==> src/rtl/ascon_bdi_driver_pkg.sv <==
// Shared types and helpers for the Ascon input-side sequencer and its output-side twin.
package ascon_bdi_driver_pkg;

    typedef enum logic [2:0] {
        M_NONE = 3'd0,
        M_ENC  = 3'd1,
        M_DEC  = 3'd2,
        M_HASH = 3'd3,
        M_XOF  = 3'd4,
        M_CXOF = 3'd5
    } e_mode;

    typedef enum logic [3:0] {
        D_NULL  = 4'd0,
        D_NONCE = 4'd1,
        D_AD    = 4'd2,
        D_MSG   = 4'd3,
        D_TAG   = 4'd4
    } e_data_type;

    typedef enum logic [2:0] {
        S_IDLE      = 3'd0,
        S_MODE      = 3'd1,
        S_KEY       = 3'd2,
        S_NPUB      = 3'd3,
        S_AD        = 3'd4,
        S_MSG       = 3'd5,
        S_TAG       = 3'd6,
        S_WAIT_DONE = 3'd7
    } e_state;

    // Low-order byte-lane mask for a word carrying min(rem, bpw) valid bytes.
    function automatic logic [7:0] len_mask(input logic [3:0] rem, input logic [3:0] bpw);
        logic [8:0] m;
        if (rem >= bpw) m = (9'd1 << bpw) - 9'd1;
        else            m = (9'd1 << rem) - 9'd1;
        return m[7:0];
    endfunction

endpackage

==> src/rtl/ascon_bdi_driver.sv <==
// Sequences one host command into ascon_core mode/key/bdi transfers with derived framing.
module ascon_bdi_driver
    import ascon_bdi_driver_pkg::*;
#(
    parameter int CCW  = 32,
    parameter int LENW = 32
) (
    input  logic                clk,
    input  logic                rst,
    input  logic                cmd_valid,
    output logic                cmd_ready,
    input  e_mode               cmd_mode,
    input  logic                cmd_key_new,
    input  logic [LENW-1:0]     cmd_ad_len,
    input  logic [LENW-1:0]     cmd_msg_len,
    output logic                cmd_err,
    input  logic [CCW-1:0]      h_data,
    input  logic                h_valid,
    output logic                h_ready,
    output e_mode               mode,
    output logic [CCW-1:0]      key,
    output logic                key_valid,
    input  logic                key_ready,
    output logic [CCW-1:0]      bdi,
    output logic [CCW/8-1:0]    bdi_valid,
    output e_data_type          bdi_type,
    output logic                bdi_eot,
    output logic                bdi_eoi,
    input  logic                bdi_ready,
    input  logic                done,
    output logic                busy,
    output e_state              dbg_state
);

    localparam int BPW = CCW / 8;
    localparam int WPB = 128 / CCW;
    localparam logic [1:0]      WLAST = 2'(WPB - 1);
    localparam logic [LENW-1:0] BPW_L = LENW'(BPW);

    e_state          state_q;
    e_mode           mode_q;
    logic            key_new_q;
    logic [LENW-1:0] ad_rem_q;
    logic [LENW-1:0] msg_rem_q;
    logic [1:0]      wcnt_q;
    logic            cmd_err_q;

    logic            is_aead, is_dec, wlast, seg_last, xfer;
    logic [LENW-1:0] seg_rem, seg_take;
    logic [BPW-1:0]  seg_mask;
    e_state          after_payload;

    assign is_aead       = (mode_q == M_ENC) || (mode_q == M_DEC);
    assign is_dec        = (mode_q == M_DEC);
    assign wlast         = (wcnt_q == WLAST);
    assign after_payload = is_dec ? S_TAG : S_WAIT_DONE;
    assign seg_rem       = (state_q == S_AD) ? ad_rem_q : msg_rem_q;
    assign seg_last      = (seg_rem <= BPW_L);
    assign seg_take      = seg_last ? seg_rem : BPW_L;
    assign seg_mask      = BPW'(len_mask(4'(seg_take), 4'(BPW)));

    assign cmd_ready = (state_q == S_IDLE) && !rst;
    assign busy      = (state_q != S_IDLE);
    assign cmd_err   = cmd_err_q;
    assign dbg_state = state_q;

    // Valid/h_ready depend only on state, h_valid and the core ready; never ready -> valid.
    always_comb begin
        mode      = M_NONE;
        key       = '0;
        key_valid = 1'b0;
        bdi       = '0;
        bdi_valid = '0;
        bdi_type  = D_NULL;
        bdi_eot   = 1'b0;
        bdi_eoi   = 1'b0;
        h_ready   = 1'b0;
        xfer      = 1'b0;
        case (state_q)
            S_MODE: begin
                mode      = mode_q;
                key_valid = is_aead && key_new_q;
                bdi_eoi   = !is_aead && (mode_q != M_CXOF) && (msg_rem_q == '0);
            end
            S_KEY: begin
                key       = h_data;
                key_valid = h_valid;
                h_ready   = key_ready;
                xfer      = h_valid && key_ready;
            end
            S_NPUB: begin
                bdi       = h_data;
                bdi_valid = {BPW{h_valid}};
                bdi_type  = D_NONCE;
                bdi_eoi   = wlast && (ad_rem_q == '0) && (msg_rem_q == '0);
                h_ready   = bdi_ready;
                xfer      = h_valid && bdi_ready;
            end
            S_AD: begin
                bdi       = h_data;
                bdi_valid = h_valid ? seg_mask : '0;
                bdi_type  = D_AD;
                bdi_eot   = seg_last;
                bdi_eoi   = seg_last && (msg_rem_q == '0);
                h_ready   = bdi_ready;
                xfer      = h_valid && bdi_ready;
            end
            S_MSG: begin
                bdi       = h_data;
                bdi_valid = h_valid ? seg_mask : '0;
                bdi_type  = D_MSG;
                bdi_eot   = seg_last;
                bdi_eoi   = seg_last;
                h_ready   = bdi_ready;
                xfer      = h_valid && bdi_ready;
            end
            S_TAG: begin
                bdi       = h_data;
                bdi_valid = {BPW{h_valid}};
                bdi_type  = D_TAG;
                h_ready   = bdi_ready;
                xfer      = h_valid && bdi_ready;
            end
            default: ;
        endcase
    end

    always_ff @(posedge clk or posedge rst) begin
        if (rst) begin
            state_q   <= S_IDLE;
            mode_q    <= M_NONE;
            key_new_q <= 1'b0;
            ad_rem_q  <= '0;
            msg_rem_q <= '0;
            wcnt_q    <= '0;
            cmd_err_q <= 1'b0;
        end else begin
            cmd_err_q <= 1'b0;
            case (state_q)
                S_IDLE: begin
                    if (cmd_valid) begin
                        if (cmd_mode == M_CXOF && cmd_ad_len == '0) begin
                            cmd_err_q <= 1'b1;
                        end else begin
                            mode_q    <= cmd_mode;
                            key_new_q <= cmd_key_new && (cmd_mode == M_ENC || cmd_mode == M_DEC);
                            ad_rem_q  <= (cmd_mode == M_HASH || cmd_mode == M_XOF) ? '0 : cmd_ad_len;
                            msg_rem_q <= cmd_msg_len;
                            wcnt_q    <= '0;
                            state_q   <= S_MODE;
                        end
                    end
                end
                S_MODE: begin
                    if (is_aead)                 state_q <= key_new_q ? S_KEY : S_NPUB;
                    else if (mode_q == M_CXOF)   state_q <= S_AD;
                    else                         state_q <= (msg_rem_q == '0) ? S_WAIT_DONE : S_MSG;
                end
                S_KEY: begin
                    if (xfer) begin
                        wcnt_q <= wlast ? 2'd0 : wcnt_q + 2'd1;
                        if (wlast) state_q <= S_NPUB;
                    end
                end
                S_NPUB: begin
                    if (xfer) begin
                        wcnt_q <= wlast ? 2'd0 : wcnt_q + 2'd1;
                        if (wlast) begin
                            if (ad_rem_q != '0)       state_q <= S_AD;
                            else if (msg_rem_q != '0) state_q <= S_MSG;
                            else                      state_q <= after_payload;
                        end
                    end
                end
                S_AD: begin
                    if (xfer) begin
                        ad_rem_q <= ad_rem_q - seg_take;
                        if (seg_last) state_q <= (msg_rem_q != '0) ? S_MSG : after_payload;
                    end
                end
                S_MSG: begin
                    if (xfer) begin
                        msg_rem_q <= msg_rem_q - seg_take;
                        if (seg_last) state_q <= after_payload;
                    end
                end
                S_TAG: begin
                    if (xfer) begin
                        wcnt_q <= wlast ? 2'd0 : wcnt_q + 2'd1;
                        if (wlast) state_q <= S_WAIT_DONE;
                    end
                end
                S_WAIT_DONE: begin
                    if (done) state_q <= S_IDLE;
                end
                default: state_q <= S_IDLE;
            endcase
        end
    end

endmodule

==> config.mk <==
export PLATFORM = sky130hd
export DESIGN_NAME = ascon_bdi_driver
export DESIGN_NICKNAME = d
export VERILOG_FILES = /design/src/rtl/ascon_bdi_driver_pkg.sv /design/src/rtl/ascon_bdi_driver.sv
export SDC_FILE = /design/constraint.sdc
export NUM_CORES = 1
export LEC_CHECK = 0
export BUFFER_PORTS_ARGS = -buffer_cell sky130_fd_sc_hd__buf_2
export CORE_MARGIN = 3
export CORE_UTILIZATION = 50
export CTS_CLUSTER_SIZE = 20
export DETAILED_ROUTE_END_ITERATION = 7
export PLACE_DENSITY = 0.76
export SETUP_SLACK_MARGIN = 0.05
export SLEW_MARGIN = 20
export SYNTH_ARGS = -nofsm -noshare
export SYNTH_HDL_FRONTEND = slang
export SYNTH_SLANG_ARGS = --single-unit
export TNS_END_PERCENT = 100
==> constraint.sdc <==
create_clock -name clk -period 8.15 [get_ports clk]
set_clock_uncertainty 0.15 [all_clocks]
set_input_delay 1.63 -clock clk [delete_from_list [all_inputs] [get_ports clk]]
set_output_delay 1.63 -clock clk [all_outputs]
set_load 0.01 [all_outputs]
==> results of run 1 <==
-- cell usage in the layout (no fill, tap or decap), types with 9 or more instances in the layout --
master,Yosys,routed
ha_1,64,64
a31oi_1,23,23
o21bai_1,11,11
nor2_1,104,102
inv_1,31,30
a22oi_1,19,19
nor3_1,22,22
o21ai_0,57,57
conb_1,2,57
nand3_1,24,24
xor2_1,21,21
nand4_1,12,12
nand2_1,91,91
nand2b_1,19,19
a21oi_1,104,104
xnor2_1,29,29
dfrtp_1,74,74
buf_2,10,190
nor2b_1,41,40
a21o_1,25,25
and3_1,42,42
clkbuf_16,0,9
nor4_1,22,22
o21ai_1,14,14
-- final timing paths --
check,slack [ns],to,start,cells after the start
setup / recovery,2.46,bdi_valid[2],dbg_state[1],12
hold / removal,0.35,msg_rem_q[6],msg_rem_q[6],2
setup reg to reg,2.89,msg_rem_q[30],dbg_state[1],18
hold reg to reg,0.35,msg_rem_q[6],msg_rem_q[6],2
max in group asynchronous,6.10,ad_rem_q[12],rst,4
min in group asynchronous,1.17,msg_rem_q[21],rst,3
-- power groups by stage --
stage               sequential, mW  clock [mW]  combinational, mW
finish                       0.747       0.409               2.44
global route                 0.777       0.427               2.73
CTS                          0.744       0.412               2.41
detailed placement           0.747           0               2.40
global placement             0.742           0               2.36
floorplan                    0.676           0               1.90
-- layer usage --
metal	up-vias	GRT usage, %	share of wire (%)
met5	-	0	0
met4	0	11.5	3.5
met3	51	3.70	7.4
met2	358	45.0	45
met1	3969	38.2	44
li1	4115	-	-
-- cell usage after synthesis (all sizes together), types with 30 or more instances --
library cell and instances:
and3 42, inv 33, a21oi 106, nor2b 42, clkbuf 42, o21ai 71
nand2 92, ha 64, nor2 104, dfrtp 74, xnor2 30
-- per-stage QoR --
| step | hold WS (ns) | std cells |
|---|---|---|
| after detailed placement | 0.346 | 1433 |
| after global placement | 0.341 | 1433 |
| after floorplan | 0.318 | 1078 |
| after global routing | 0.389 | 1451 |
| after CTS | 0.359 | 1449 |
| final | 0.354 | 1451 |
-- state kept, by name (all words and copies together) (netlist names) --
register,flops
ad_rem_q,32
cmd_err,1
dbg_state,3
key_new_q,1
mode_q,3
msg_rem_q,32
wcnt_q,2
-- worst max-delay path: cells and delay by family, from the launching register on --
kind / cells / cell delay, ns
DFF: 1 / 0.64
adders and majority gates: 1 / 0.21
xor gates and xnor gates: 1 / 0.16
buffers and inverters: 2 / 0.29
AOI/OAI and AO/OA: 3 / 0.85
and+or+nand+nor: 5 / 1.41
-- cells by family after synthesis --
| logic type | Yosys count | share of synthesized area, % |
|---|---|---|
| adder cells (fa/ha/maj) | 66 | 10.8 |
| flip-flops | 74 | 23.7 |
| other | 2 | 0.0962 |
| buffers and inverters | 86 | 4.36 |
| AO/OA/AOI/OAI | 321 | 26.6 |
| XOR/XNOR | 51 | 5.96 |
| multiplexers | 12 | 1.62 |
| AND/OR/NAND/NOR | 411 | 26.8 |
-- cell type report --
type	instances	share of cell area, %
Sequential cell	74	19.7
Inverter	33	1.32
Clock buffer	11	2.48
Timing Repair Buffer	198	11.0
Antenna cell	1	0.0266
Multi-Input combinational cell	918	62.1
Clock inverter	5	0.586
Tap cell	211	2.81
==> impl_metrics.env, run 1 <==
export IMPL_post_drt_wl_per_cell_um=17.0
export IMPL_grt_max_degree=75
export IMPL_io_pins=192
export IMPL_post_cts_buffers=0
export IMPL_nets=1407
export IMPL_placement_io_buffers=190
export IMPL_p_sw_share_pct=50.9
export IMPL_crit_required_ns=6.37
export IMPL_power_density_mw_per_mm2=383
export IMPL_start_util_pct=51.1
export IMPL_seqCellArea_mm2=0.00185
export IMPL_routabilityCongestion=1.02
export IMPL_worst_ep_arrival_time_ns=3.91
export IMPL_dpl_cell_area_mm2=0.00908
export IMPL_pre_cts_ws_ns=2.88
export IMPL_synth_cell_types=76
export IMPL_die_y_um=131
export IMPL_insertion_delay_ns=0.35
export IMPL_synthTopCellsByArea="dfrtp_1 24%, ha_1 10%, a21oi_1 6.7%, nor2_1 5.0%, nand2_1 4.4%"
export IMPL_vias_per_cell=5.85
export IMPL_cts_sinks=74
export IMPL_syn2layout_area_growth_pct=20.4
export IMPL_drt_pre_antenna_iters=5
export IMPL_power_leakage_nw=4.57
export IMPL_drcViolationCount=0
export IMPL_hold_class="reg -> reg"
export IMPL_p_int_mw=1.77
export IMPL_crit_type="reg -> out"
export IMPL_cts_resized=0
export IMPL_async_flop_share_pct=100
export IMPL_setup_slack_ns=2.46
export IMPL_tns_ns=0
export IMPL_num_rows=45
export IMPL_htreeDepth=3
export IMPL_netlist_instances=1023
export IMPL_clkTransAtPathRegs_ns=0.06
export IMPL_first_iter_violations=669
export IMPL_totalWireLength_um=24600
export IMPL_max_clock_freq_mhz=176
export IMPL_crit_path_top_delay_cell="a211oi_1"
export IMPL_critPathCaptureType="output pin"
export IMPL_setup_violations=0
export IMPL_die_w_um=131
export IMPL_relSlewSlack_pct=36.1
export IMPL_ys_warn_count=0
export IMPL_grt_usage_pct=28.1
export IMPL_period_needed_ns=5.69
export IMPL_layout_drive_gt1_share_pct=19.9
export IMPL_grt_pass1_vias=7475
export IMPL_grt_first_pass_wirelength_um=38300
export IMPL_synth_edf_count=0
export IMPL_final_max_slew_violation_count=0
export IMPL_cts_tree="yes"
export IMPL_period_share_pct=69.9
export IMPL_synth_area_mm2=0.00780
export IMPL_peakVddDrop_uv=164
export IMPL_vias=8493
export IMPL_core_mm2=0.0153
export IMPL_final_util_pct=61.6
export IMPL_cts_buffers=9
export IMPL_run_status="finished clean"
export IMPL_startpoint_type="register"
export IMPL_final_area_mm2=0.00939
export IMPL_clock_root_buffer="clkbuf_16"
export IMPL_netSwitchingPower_mw=1.83
export IMPL_grt_setup_unrepaired="false"
export IMPL_dp_hpwl_um=18900
export IMPL_num_fill_cells=1410
export IMPL_path_max_fanout=23
export IMPL_cts_hold_buf=0
export IMPL_avgSynthCellArea_um2=7.63
export IMPL_yosysSeqAreaShare_pct=23.7
export IMPL_yosys_area_top_type="dfrtp_1"
export IMPL_grt_overflow=0
export IMPL_ys_ff_latch=74
export IMPL_multi_input_area_mm2=0.00583
export IMPL_tightest_slew_ns=0.954
export IMPL_slowest_delay_ns=0.65
export IMPL_synth_ff_type="dfrtp_1"
export IMPL_final_hold_violation_count=0
export IMPL_dieArea_mm2=0.0171
export IMPL_cp_common_cell="nand2b_1"
export IMPL_ant_nets=0
export IMPL_synth_top_area_share_pct=23.7
export IMPL_p_seq_share_pct=20.8
export IMPL_antenna_found_initial=1
export IMPL_max_cap_viol_count=0
export IMPL_path_cells="nand2b_1 > inv_2 > nand2b_1 > nor3_1 > a21oi_1 > a211oi_1 > nand2_1 > or2_2 > ha_1 > xor2_1 > o21ai_1 > buf_2"
export IMPL_p_comb_share_pct=67.9
export IMPL_clkPwrFrac_pct=11.4
export IMPL_cts_buffer_depth=2
export IMPL_total_power_mw=3.60
Power figures use the tool's default switching activity.
==> inputs of run 2 (changes only) <==
==> constraint.sdc (replaced) <==
create_clock -name clk -period 5.9 [get_ports clk]
set_clock_uncertainty 0.15 [all_clocks]
set_input_delay 1.18 -clock clk [delete_from_list [all_inputs] [get_ports clk]]
set_output_delay 1.18 -clock clk [all_outputs]
set_load 0.01 [all_outputs]
==> run 2 against run 1 <==
Hold slack improved by 0.0067 ns; final cell count stayed put; clock-buffer cell count rose by 2; sequential share of layout area about the same; die area did not move; global-route usage is 0.26 points higher; via count increased by 0.14%.
==> impl_metrics.env, run 2 (synthesis gave the netlist of run 1 again) <==
export IMPL_run_status="finished clean"
export IMPL_reg2reg_from="dbg_state[2]"
export IMPL_seqCellArea_mm2=0.00185
export IMPL_slowest_delay_ns=0.62
export IMPL_first_iter_violations=680
export IMPL_die_y_um=131
export IMPL_tns_ns=0
export IMPL_startpoint_type="register"
export IMPL_vias=8505
export IMPL_cts_sinks=74
export IMPL_regToRegSetupSlack_ns=0.86
export IMPL_grt_overflow=0
export IMPL_nets=1408
export IMPL_placement_io_buffers=190
export IMPL_crit_type="reg -> out"
export IMPL_multi_input_area_mm2=0.00583
export IMPL_period_share_pct=86.4
export IMPL_cts_buffers=9
export IMPL_drt_pre_antenna_iters=6
export IMPL_cts_resized=0
export IMPL_antenna_found_initial=1
export IMPL_die_w_um=131
export IMPL_core_mm2=0.0153
export IMPL_post_cts_buffers=0
export IMPL_netSwitchingPower_mw=2.53
export IMPL_p_int_mw=2.45
export IMPL_routabilityCongestion=0.939
export IMPL_grt_first_pass_wirelength_um=38600
export IMPL_p_sw_share_pct=50.8
export IMPL_grt_max_degree=75
export IMPL_critPathCaptureType="output pin"
export IMPL_clkPwrFrac_pct=11.0
export IMPL_max_cap_viol_count=0
export IMPL_clock_root_buffer="clkbuf_16"
export IMPL_cts_buffer_depth=2
export IMPL_grt_pass1_vias=7410
export IMPL_whs_endpoint="wcnt_q[1]"
export IMPL_post_drt_wl_per_cell_um=17.2
export IMPL_tightest_slew_ns=1.03
export IMPL_period_needed_ns=5.10
export IMPL_peakVddDrop_uv=233
export IMPL_dp_hpwl_um=19000
export IMPL_insertion_delay_ns=0.34
export IMPL_critPathTopFamily="simple AND/OR/NAND/NOR gates"
export IMPL_htreeDepth=3
export IMPL_critPathBufInv=2
export IMPL_r2r_end="msg_rem_q[30]"
export IMPL_dp_cells=1434
export IMPL_startpoint="dbg_state[2]"
export IMPL_totalWireLength_um=24900
export IMPL_grt_setup_unrepaired="false"
export IMPL_hold_class="reg -> reg"
export IMPL_cp_common_cell="nand2b_1"
export IMPL_setup_violations=0
export IMPL_dieArea_mm2=0.0171
export IMPL_grt_usage_pct=28.3
export IMPL_worst_ep_arrival_time_ns=3.77
export IMPL_syn2layout_area_growth_pct=20.5
export IMPL_final_cell_mix="190 x buf_2, 104 x a21oi_1, 102 x nor2_1"
export IMPL_relSlewSlack_pct=30.9
export IMPL_p_seq_share_pct=20.5
export IMPL_whs_ns=0.361
export IMPL_ant_nets=0
export IMPL_power_density_mw_per_mm2=530
export IMPL_holdPathStages=1
export IMPL_max_clock_freq_mhz=196
export IMPL_path_cells="nand2b_1 > inv_2 > nand2b_1 > nor3_1 > a21oi_1 > a211oi_1 > nand2_1 > or2_2 > ha_1 > o21ai_0 > buf_2"
export IMPL_biggestRegsByFlops="ad_rem_q: 32 flops, msg_rem_q: 32 flops"
export IMPL_cts_tree="yes"
export IMPL_hold_start="wcnt_q[1]"
export IMPL_p_comb_share_pct=68.5
export IMPL_crit_required_ns=4.57
export IMPL_final_instance_count_excl_fill=1451
export IMPL_layout_drive_gt1_share_pct=20.0
export IMPL_final_hold_violation_count=0
export IMPL_vias_per_cell=5.86
export IMPL_clkTransAtPathRegs_ns=0.06
export IMPL_final_max_slew_violation_count=0
export IMPL_io_pins=192
export IMPL_num_rows=45
export IMPL_final_common_cell="buf_2"
export IMPL_power_leakage_nw=4.58
export IMPL_reg2regPathDepth=16
export IMPL_start_util_pct=51.1
export IMPL_cts_hold_buf=0
export IMPL_drcViolationCount=0
export IMPL_path_max_fanout=15
export IMPL_crit_path_top_delay_cell="dfrtp_1"
export IMPL_num_fill_cells=1412
==> run 2: changes by cell type in the layout (fill, tap and decap cells not counted) <==
cell	before	now
clkbuf_8	0	4
bufinv_16	1	0
buf_4	7	8
clkbuf_1	2	0
clkinvlp_4	2	0
==> run 2: worst max-delay path by stage <==
stage                     to  slack [ns]  cells past startpoint
3_3_place_gp   msg_rem_q[29]        1.22                     19
2_1_floorplan   ad_rem_q[28]        1.89                     18
5_1_grt        msg_rem_q[30]        0.41                     16
6_report        bdi_valid[1]        0.80                     11
4_1_cts         bdi_valid[1]        0.84                     11
3_5_place_dp   msg_rem_q[29]        0.97                     18
==> run 2: metal layers <==
| metal | vias to the layer above | part of all wire [%] | track usage [%] |
|---|---|---|---|
| met4 | 0 | 2.9 | 9.86 |
| met2 | 384 | 46 | 45.8 |
| met1 | 3962 | 43 | 38.6 |
| met3 | 44 | 8.1 | 4.39 |
| li1 | 4115 | - | - |
| met5 | - | 0 | 0 |
==> run 2: worst reg2reg max path: cells and delay by family (launching register included) <==
| family | cells | cell delay (ns) |
|---|---|---|
| buffers and inverters | 1 | 0.15 |
| adders and majority gates | 1 | 0.38 |
| and+or+nand+nor | 4 | 1.01 |
| AOI/OAI and AO/OA | 9 | 2.50 |
| xor gates and xnor gates | 1 | 0.14 |
| DFF | 1 | 0.62 |
==> run 2: area by class of cell <==
type | count | area share (%)
Antenna cell | 1 | 0.0266
Clock buffer | 13 | 2.98
Clock inverter | 2 | 0.106
Inverter | 33 | 1.32
Multi-Input combinational cell | 918 | 62.0
Sequential cell | 74 | 19.7
Tap cell | 211 | 2.81
Timing Repair Buffer | 199 | 11.0
==> run 2: per-stage QoR <==
step	util [%]	total power [mW]	area, um^2	setup WS [ns]
after floorplan	-	3.56	8010	1.89
after global placement	59.5	4.31	9080	1.22
after detailed placement	59.5	4.36	9080	0.973
after CTS	61.4	4.94	9370	0.838
after global routing	61.6	5.44	9400	0.410
final	61.6	4.98	9400	0.801
==> run 2: power by group through the flow <==
stage          clock, mW  combinational [mW]  sequential (mW)
2_1_floorplan          0                2.63            0.934
3_3_place_gp           0                3.29             1.02
3_5_place_dp           0                3.34             1.02
4_1_cts            0.556                3.37             1.02
5_1_grt            0.581                3.81             1.05
6_report           0.550                3.41             1.02
==> inputs of run 3 (changes only) <==
--- a/config.mk
+++ b/config.mk
@@ -10,7 +10,7 @@
 export CORE_UTILIZATION = 50
 export CTS_CLUSTER_SIZE = 20
 export DETAILED_ROUTE_END_ITERATION = 7
-export PLACE_DENSITY = 0.76
+export PLACE_DENSITY = 0.79
 export SETUP_SLACK_MARGIN = 0.05
 export SLEW_MARGIN = 20
 export SYNTH_ARGS = -nofsm -noshare
==> constraint.sdc (replaced) <==
create_clock -name clk -period 4.1 [get_ports clk]
set_clock_uncertainty 0.15 [all_clocks]
set_input_delay 0.82 -clock clk [delete_from_list [all_inputs] [get_ports clk]]
set_output_delay 0.82 -clock clk [all_outputs]
set_load 0.01 [all_outputs]
==> run 3 against run 2 <==
The run now ends with setup timing left; via count rose by 5.1%; clock-buffer cell count unchanged; non-clock buffer count is 83 higher; total power up 62%; hold slack worse by 0.0040 ns; utilization grew 6.2 points; clock power grew 68%; critical path type is now reg -> reg; cell area up 10%; flip-flop and latch count stayed put; critical path depth grew 8; setup slack lost 0.91 ns; combinational power is 68% higher.
==> impl_metrics.env, run 3 (synthesis gave the netlist of run 1 again) <==
export IMPL_final_max_slew_violation_count=0
export IMPL_nets=1491
export IMPL_core_mm2=0.0153
export IMPL_peakVddDrop_uv=407
export IMPL_crit_path_top_delay_cell="dfrtp_1"
export IMPL_biggestRegsByFlops="ad_rem_q: 32 flops, msg_rem_q: 32 flops"
export IMPL_syn2layout_area_growth_pct=32.6
export IMPL_drt_pre_antenna_iters=6
export IMPL_max_clock_freq_mhz=237
export IMPL_violations="setup timing"
export IMPL_vias_per_cell=5.82
export IMPL_critPathCaptureType="register"
export IMPL_routabilityCongestion=0.968
export IMPL_dpl_cell_area_mm2=0.00959
export IMPL_period_share_pct=103
export IMPL_final_cell_mix="190 x buf_2, 99 x nor2_1, 98 x a21oi_1"
export IMPL_grt_setup_unrepaired="true"
export IMPL_regToRegSetupSlack_ns=-0.11
export IMPL_final_area_mm2=0.0104
export IMPL_layout_drive_gt1_share_pct=28.2
export IMPL_setup_violations=10
export IMPL_placement_io_buffers=190
export IMPL_slowest_delay_ns=0.41
export IMPL_path_max_fanout=4
export IMPL_tightest_slew_ns=0.914
export IMPL_die_y_um=131
export IMPL_insertion_delay_ns=0.35
export IMPL_clkTransAtPathRegs_ns=0.06
export IMPL_cts_sinks=74
export IMPL_hold_class="reg -> reg"
export IMPL_grt_max_degree=48
export IMPL_reg2reg_from="ad_rem_q[3]"
export IMPL_power_leakage_nw=5.05
export IMPL_htreeDepth=3
export IMPL_run_status="finished, violations left"
export IMPL_final_hold_violation_count=0
export IMPL_num_fill_cells=1275
export IMPL_relSlewSlack_pct=39.1
export IMPL_period_needed_ns=4.21
export IMPL_reg2regPathDepth=19
export IMPL_total_power_mw=8.06
export IMPL_grt_overflow=0
export IMPL_path_cells="nor4_4 > nand4_1 > nor3_2 > a21oi_1 > nand3b_1 > nor2_1 > inv_1 > ha_1 > nor2b_2 > o2111ai_2 > a311oi_2 > o211ai_2 > buf_4 > a21oi_2 > a21oi_1 > buf_4 > o21bai_1 > xnor2_1 > o21ai_1"
export IMPL_grt_first_pass_wirelength_um=41400
export IMPL_cts_buffers=9
export IMPL_worst_ep_arrival_time_ns=4.27
export IMPL_num_rows=45
export IMPL_r2r_end="ad_rem_q[27]"
export IMPL_die_w_um=131
export IMPL_final_instance_count_excl_fill=1537
export IMPL_setup_slack_ns=-0.113
export IMPL_vias=8940
export IMPL_hold_start="wcnt_q[1]"
export IMPL_cts_buffer_depth=2
export IMPL_first_iter_violations=706
export IMPL_final_common_cell="buf_2"
export IMPL_power_density_mw_per_mm2=779
export IMPL_dp_cells=1500
export IMPL_ant_nets=0
export IMPL_clock_root_buffer="clkbuf_16"
export IMPL_grt_pass1_vias=7952
export IMPL_startpoint_type="register"
export IMPL_dp_hpwl_um=20500
export IMPL_crit_required_ns=4.16
export IMPL_cts_tree="yes"
export IMPL_grt_usage_pct=30.7
export IMPL_whs_endpoint="wcnt_q[1]"
export IMPL_crit_type="reg -> reg"
export IMPL_drcViolationCount=0
export IMPL_start_util_pct=51.1
export IMPL_max_cap_viol_count=0
export IMPL_totalWireLength_um=27400
export IMPL_tns_ns=-0.669
export IMPL_io_pins=192
export IMPL_antenna_found_initial=3
export IMPL_dieArea_mm2=0.0171
export IMPL_holdPathStages=1
export IMPL_post_drt_wl_per_cell_um=17.8
run 3: changes by cell type in the layout (fill, tap and decap cells not counted), sizes merged:
cell / before / now
buf: 199 / 282
bufinv: 0 / 2
clkinv: 2 / 0
diode: 1 / 3
inv: 33 / 34
run 3: how the worst max path moves through the flow:
stage,from,end,slack (ns),cells after the start
after floorplan,dbg_state[1],ad_rem_q[28],0.09,18
after global placement,ad_rem_q[20],ad_rem_q[26],-0.04,19
after detailed placement,ad_rem_q[3],ad_rem_q[28],-0.23,17
after CTS,ad_rem_q[20],ad_rem_q[26],-0.08,19
after global routing,ad_rem_q[20],msg_rem_q[17],-0.34,19
final,ad_rem_q[3],ad_rem_q[27],-0.11,19
run 3: routing by layer:
layer | vias to the layer above | track usage (%) | share of wire (%) | wire (um)
met5 | - | 0 | 0 | 0
met4 | 0 | 14.6 | 4.5 | 1230
met3 | 91 | 5.16 | 6.8 | 1880
met2 | 421 | 50.3 | 48 | 13100
met1 | 4149 | 39.4 | 41 | 11200
li1 | 4279 | - | - | -
run 3: worst max-delay path, delay by kind of cell (launching register included):
kind | cells | cell delay [ns]
buffers and inverters | 3 | 0.43
adders and majority gates | 1 | 0.28
AOI/OAI and AO/OA | 8 | 1.32
DFF | 1 | 0.41
xor gates and xnor gates | 1 | 0.16
and+or+nand+nor | 6 | 1.34
run 3: final cells by class:
class / instances / area (um^2) / share of cell area (%)
inverter: 33 / 124 / 1.20
multi-input combinational: 918 / 6110 / 59.0
tap: 211 / 264 / 2.55
clock inverter: 3 / 68.8 / 0.665
sequential: 74 / 1850 / 17.9
timing repair buffer: 282 / 1660 / 16.0
antenna: 3 / 7.51 / 0.0725
clock buffer: 13 / 270 / 2.61
run 3: timing repair:
action	in CTS	in global routing
pin swaps	18	26
buffers inserted	10	11
hold buffers	0	0
endpoints found under the setup margin	28	47
gates resized for setup	28	35
run 3: power by group:
group,internal (mW),switching [mW],total (mW),leakage (nW)
clock network,0.586,0.336,0.922,0.166
logic,2.42,3.29,5.72,4.02
registers,1.09,0.329,1.42,0.866
total,4.11,3.96,8.06,5.05
run 3: per-stage QoR:
step	utilization, %	hold WS, ns	setup WS [ns]
2_1_floorplan	-	0.318	0.0884
3_3_place_gp	62.8	0.339	-0.0382
3_5_place_dp	62.8	0.342	-0.234
4_1_cts	66.4	0.358	-0.0809
5_1_grt	67.8	0.383	-0.341
6_report	67.8	0.357	-0.113
